[src/rtl/axi4_lite_req_arbiter.sv]
// Round-robin arbiter sharing one strobe-level adapter command port among
// REQ_CNT requesters, each holding a single buffered command slot.
module axi4_lite_req_arbiter #(
    parameter int unsigned REQ_CNT    = 4,
    parameter int unsigned DATA_WIDTH = 32,
    parameter int unsigned ADDR_WIDTH = 32
) (
    input  logic                          clk_i,
    input  logic                          rst_n_i,
    input  logic [REQ_CNT*DATA_WIDTH-1:0] req_wr_data_i,
    input  logic [REQ_CNT*ADDR_WIDTH-1:0] req_addr_i,
    input  logic [REQ_CNT-1:0]            req_wr_stb_i,
    input  logic [REQ_CNT-1:0]            req_rd_stb_i,
    output logic [REQ_CNT-1:0]            req_busy_o,
    output logic [REQ_CNT-1:0]            req_done_stb_o,
    output logic [DATA_WIDTH-1:0]         req_rd_data_o,
    output logic [DATA_WIDTH-1:0]         adp_wr_data_o,
    output logic [ADDR_WIDTH-1:0]         adp_addr_o,
    output logic                          adp_wr_stb_o,
    output logic                          adp_rd_stb_o,
    input  logic [DATA_WIDTH-1:0]         adp_rd_data_i,
    input  logic                          adp_ready_i,
    input  logic                          adp_done_stb_i
);

    localparam int unsigned IDX_W = (REQ_CNT > 1) ? $clog2(REQ_CNT) : 1;

    typedef enum logic [1:0] {
        IDLE      = 2'd0,
        ISSUE     = 2'd1,
        WAIT_DONE = 2'd2,
        COMPLETE  = 2'd3
    } state_t;

    state_t                 state;
    logic [REQ_CNT-1:0]     pend;
    logic [REQ_CNT-1:0]     is_wr;
    logic [ADDR_WIDTH-1:0]  slot_addr [REQ_CNT];
    logic [DATA_WIDTH-1:0]  slot_data [REQ_CNT];
    logic [IDX_W-1:0]       grant;
    logic [IDX_W-1:0]       last_grant;
    logic [IDX_W-1:0]       next_idx;
    logic                   found;
    int unsigned            rr_j;

    assign req_busy_o = pend;

    // First pending slot at or after last_grant+1, wrapping.
    always_comb begin
        next_idx = '0;
        found    = 1'b0;
        rr_j     = 0;
        for (int unsigned i = 1; i <= REQ_CNT; i++) begin
            rr_j = (32'(last_grant) + i) % REQ_CNT;
            if (!found && pend[IDX_W'(rr_j)]) begin
                found    = 1'b1;
                next_idx = IDX_W'(rr_j);
            end
        end
    end

    always_ff @(posedge clk_i) begin
        if (!rst_n_i) begin
            state          <= IDLE;
            pend           <= '0;
            is_wr          <= '0;
            grant          <= '0;
            last_grant     <= IDX_W'(REQ_CNT - 1);
            req_done_stb_o <= '0;
            req_rd_data_o  <= '0;
            adp_wr_data_o  <= '0;
            adp_addr_o     <= '0;
            adp_wr_stb_o   <= 1'b0;
            adp_rd_stb_o   <= 1'b0;
            for (int unsigned k = 0; k < REQ_CNT; k++) begin
                slot_addr[k] <= '0;
                slot_data[k] <= '0;
            end
        end else begin
            req_done_stb_o <= '0;

            // Slot capture; a write wins over a simultaneous read.
            for (int unsigned k = 0; k < REQ_CNT; k++) begin
                if (!pend[k] && (req_wr_stb_i[k] || req_rd_stb_i[k])) begin
                    pend[k]      <= 1'b1;
                    is_wr[k]     <= req_wr_stb_i[k];
                    slot_addr[k] <= req_addr_i[k*ADDR_WIDTH +: ADDR_WIDTH];
                    slot_data[k] <= req_wr_stb_i[k] ? req_wr_data_i[k*DATA_WIDTH +: DATA_WIDTH]
                                                    : '0;
                end
            end

            case (state)
                IDLE: begin
                    if (found && adp_ready_i) begin
                        grant         <= next_idx;
                        adp_addr_o    <= slot_addr[next_idx];
                        adp_wr_data_o <= slot_data[next_idx];
                        adp_wr_stb_o  <= is_wr[next_idx];
                        adp_rd_stb_o  <= !is_wr[next_idx];
                        state         <= ISSUE;
                    end
                end
                ISSUE: begin
                    adp_wr_stb_o <= 1'b0;
                    adp_rd_stb_o <= 1'b0;
                    state        <= WAIT_DONE;
                end
                WAIT_DONE: begin
                    if (adp_done_stb_i) begin
                        state <= COMPLETE;
                    end
                end
                COMPLETE: begin
                    req_done_stb_o <= REQ_CNT'(1) << grant;
                    req_rd_data_o  <= is_wr[grant] ? '0 : adp_rd_data_i;
                    pend[grant]    <= 1'b0;
                    last_grant     <= grant;
                    state          <= IDLE;
                end
                default: state <= IDLE;
            endcase
        end
    end

endmodule

[config.mk]
export PLATFORM = sky130hd
export DESIGN_NAME = axi4_lite_req_arbiter
export DESIGN_NICKNAME = d
export VERILOG_FILES = /design/src/rtl/axi4_lite_req_arbiter.sv
export SDC_FILE = /design/constraint.sdc
export NUM_CORES = 1
export LEC_CHECK = 0
export CAP_MARGIN = 20
export CORE_ASPECT_RATIO = 0.5
export CORE_MARGIN = 2
export CORE_UTILIZATION = 55
export DETAILED_ROUTE_END_ITERATION = 10
export DONT_BUFFER_PORTS = 1
export PLACE_DENSITY_LB_ADDON = 0.08
export SYNTH_ARGS = -nofsm -noshare
export SYNTH_HDL_FRONTEND = slang
export SYNTH_SLANG_ARGS = --single-unit
[constraint.sdc]
create_clock -name clk_i -period 8.6 [get_ports clk_i]
set_clock_uncertainty 0.1 [all_clocks]
set_input_delay 1.72 -clock clk_i [delete_from_list [all_inputs] [get_ports clk_i]]
set_output_delay 1.72 -clock clk_i [all_outputs]
set_load 0.05 [all_outputs]
==> impl_metrics.yaml <==
timing:
  fmaxAchievable_mhz: 241
  finalCritPeriodShare_pct: 48.2
  post-route-min-period_ps: 4150
  hold_viol: 0
  finalSetupTns_ps: 0
  slew_headroom_pct: 34.1
  tightestPinTransition_ps: 988
  rsz0062_at_grt: "no"
  setup_violations: 0
  drv_slew: 0
layout:
  multi_input_area_um2: 5260
  fillers: 2223
  fin_nets: 1512
  regArea_um2: 10000
  drive_above_1_share_pct: 12.6
  synthToLayoutAreaGrowth_pct: 9.49
synthesis:
  synth-async-reset-ratio_pct: 0
  ys_warn_count: 0
  synth_top_family_by_area: "simple AND/OR/NAND/NOR gates"
  synth_compound_area_share_pct: 11.1
  synthMuxAreaShare_pct: 4.92
  synth-simple-area-share_pct: 16.4
  ys_seq_elements: 372
  synth_xor_area_share_pct: 0
  yosysSeqAreaShare_pct: 63.7
  synthAdderAreaFrac_pct: 0.398
  synth_cells: 1266
  synth_edf_count: 256
  synthFlopType: "edfxtp_1"
  synth_area_um2: 15700
  synth_fp_nets: 1571
  ys_types: 44
  syn_avg_cell_area_um2: 12.4
cts:
  ctsHtreeMaxLevel: 2
  cts.sinks: 372
  clockBufferDepth: 3
  hold_buffers: 0
  tritoncts: "yes"
  clkLatencyLatePin_ps: 520
  cts_setup_buffers: 0
  ctsResizeCount: 0
  clk_pin_slew_ps: 60
  root_buffer: "clkbuf_16"
  cts_buffers: 35
setup_path:
  critical_path.cell_chain: "nand2b_1, a31o_2, buf_4, nor2_4, buf_4, mux2_2, a221o_1"
  cp_max_fo: 67
  critPathMostFrequentCell: "buf_4"
  crit_arrival_ps: 4440
  cp_top_family: "simple AND/OR/NAND/NOR gates"
  critPathRequiredTime_ps: 8890
  critPathKind: "reg -> reg"
  crit_path_end_kind: "flip-flop"
  cp.buffers_inverters: 2
  cpPeakStageDelay_ps: 890
  cp-start-kind: "flip-flop"
  slowest_stage: "dfxtp_1"
routing:
  totalWireLength_um: 42800
  num_vias: 10300
  viasPerCell: 6.29
  drt_iter0_drc: 853
  antenna_left: 0
  wire_per_inst_um: 26.1
  drt_pre_antenna_iters: 4
  remaining_drc_errors: 0
floorplanning:
  rows: 43
  core_area_um2: 27900
  initial_core_util_pct: 56.4
  ios: 406
  dieArea_um2: 30000
  die_w_um: 243
  die_y_um: 124
placement:
  port_buffers: 0
  place.gp.congestion: 0.818
  place_hpwl_um: 26800
grt:
  grt-ovfl-total: 0
  grt_pass1_wl_um: 62300
  grt_pass1_vias: 10100
  antenna_found_initial: 21
  grtUsageTotal_pct: 27.7
  grt_max_degree: 70
power:
  power_mw: 4.66
  power.switching_mw: 1.38
  comb_power_share_pct: 12.8
  p_int_mw: 3.28
  seqPwrFrac_pct: 52.4
  peakVddDrop_mv: 0.135
  powerDensity_nw_per_um2: 271
  cellLeakagePower_nw: 6.64
  swShare_pct: 29.6
  clkPwrFrac_pct: 34.8
flow_run:
  cap_violations: 0
hold_path:
  worstHoldPathType: "reg -> reg"
status:
  status: "completed"
worst paths after layout:
| check | cells after the start | endpoint | slack [ps] | startpoint |
|---|---|---|---|---|
| max reg2reg | 7 | adp_wr_data_o[9] | 4450 | req_busy_o[2] |
| min reg2reg | 2 | is_wr[1] | 410 | is_wr[1] |
| min | 2 | is_wr[1] | 410 | is_wr[1] |
| max | 7 | adp_wr_data_o[9] | 4450 | req_busy_o[2] |
metal layers:
| metal | track usage (%) | wire, um | up-vias |
|---|---|---|---|
| met3 | 6.16 | 3090 | 72 |
| li1 | - | - | 4605 |
| met5 | 0 | 49 | - |
| met1 | 36.4 | 17300 | 5192 |
| met2 | 46.4 | 21400 | 415 |
| met4 | 8.82 | 853 | 8 |
worst register-to-register path: stages, from the launching register on:
cell,delay (ps)
dfxtp_1,890
nand2b_1,240
a31o_2,310
buf_4,340
nor2_4,810
buf_4,620
mux2_2,420
a221o_1,300
synth_stat cells, drive strengths merged, types with 32 or more instances:
cell,instances,share of area [%]
a21boi,32,1.5
a21oi,69,2.2
a221o,64,4.1
and2,131,5.2
and3,128,5.1
clkbuf,84,2.0
dfxtp,116,15
edfxtp,256,49
mux2,64,4.6
nand2b,38,1.5
nand3,101,3.2
o21ai,79,2.5
placed cells by master (no fill, tap or decap), types with 6 or more instances in the layout:
master     instances
clkinv_2           7
clkbuf_1           6
nand3_1          101
buf_4             17
a21boi_0          32
o21ai_0           63
clkbuf_16         40
inv_1             11
and2_1           129
nand2b_1          38
a21oi_1           69
a221o_1           64
dfxtp_1          116
o21ai_1           11
diode_2           22
nand2_1           13
and3_1           128
edfxtp_1         256
mux2_2            60
nor2_1            10
sequential cells by signal, summed over array words and instances (netlist names):
name            flops
adp_addr_o         32
state               2
slot_addr         128
last_grant          2
adp_wr_data_o      32
adp_rd_stb_o        1
req_rd_data_o      32
is_wr               4
adp_wr_stb_o        1
slot_data         128
req_done_stb_o      4
grant               2
req_busy_o          4
power groups by stage:
stage	registers, mW	logic (mW)	clock network (mW)
global placement	2.48	0.573	0
floorplan	2.45	0.469	0
finish	2.44	0.596	1.63
CTS	2.45	0.596	1.65
detailed placement	2.48	0.594	0
global route	2.46	0.655	1.71
through the flow:
stage / util (%) / worst slack [ps] / cells / hold WS [ps] / instance area [um^2]
after global routing: 61.7 / 4240 / 1629 / 449 / 17200
final: 61.7 / 4450 / 1637 / 406 / 17200
after floorplan: - / 1610 / 1266 / 357 / 15700
after detailed placement: 57.1 / 4460 / 1551 / 393 / 15900
after CTS: 61.5 / 4450 / 1614 / 404 / 17100
after global placement: 57.1 / 4550 / 1551 / 381 / 15900
area by class of cell:
type	instances	area share, %
clock buffer	51	6.35
antenna	22	0.320
sequential	372	58.2
tap	382	2.78
inverter	11	0.240
clock inverter	12	0.676
timing repair buffer	18	0.858
multi-input combinational	769	30.6
logic make-up after synthesis:
kind of cell             after synthesis
flip-flops                           372
AO/OA/AOI/OAI                        258
buffers and inverters                125
multiplexers                          68
AND/OR/NAND/NOR                      438
adder cells (fa/ha/maj)                5
No activity file was read; power rests on OpenSTA's default activity.
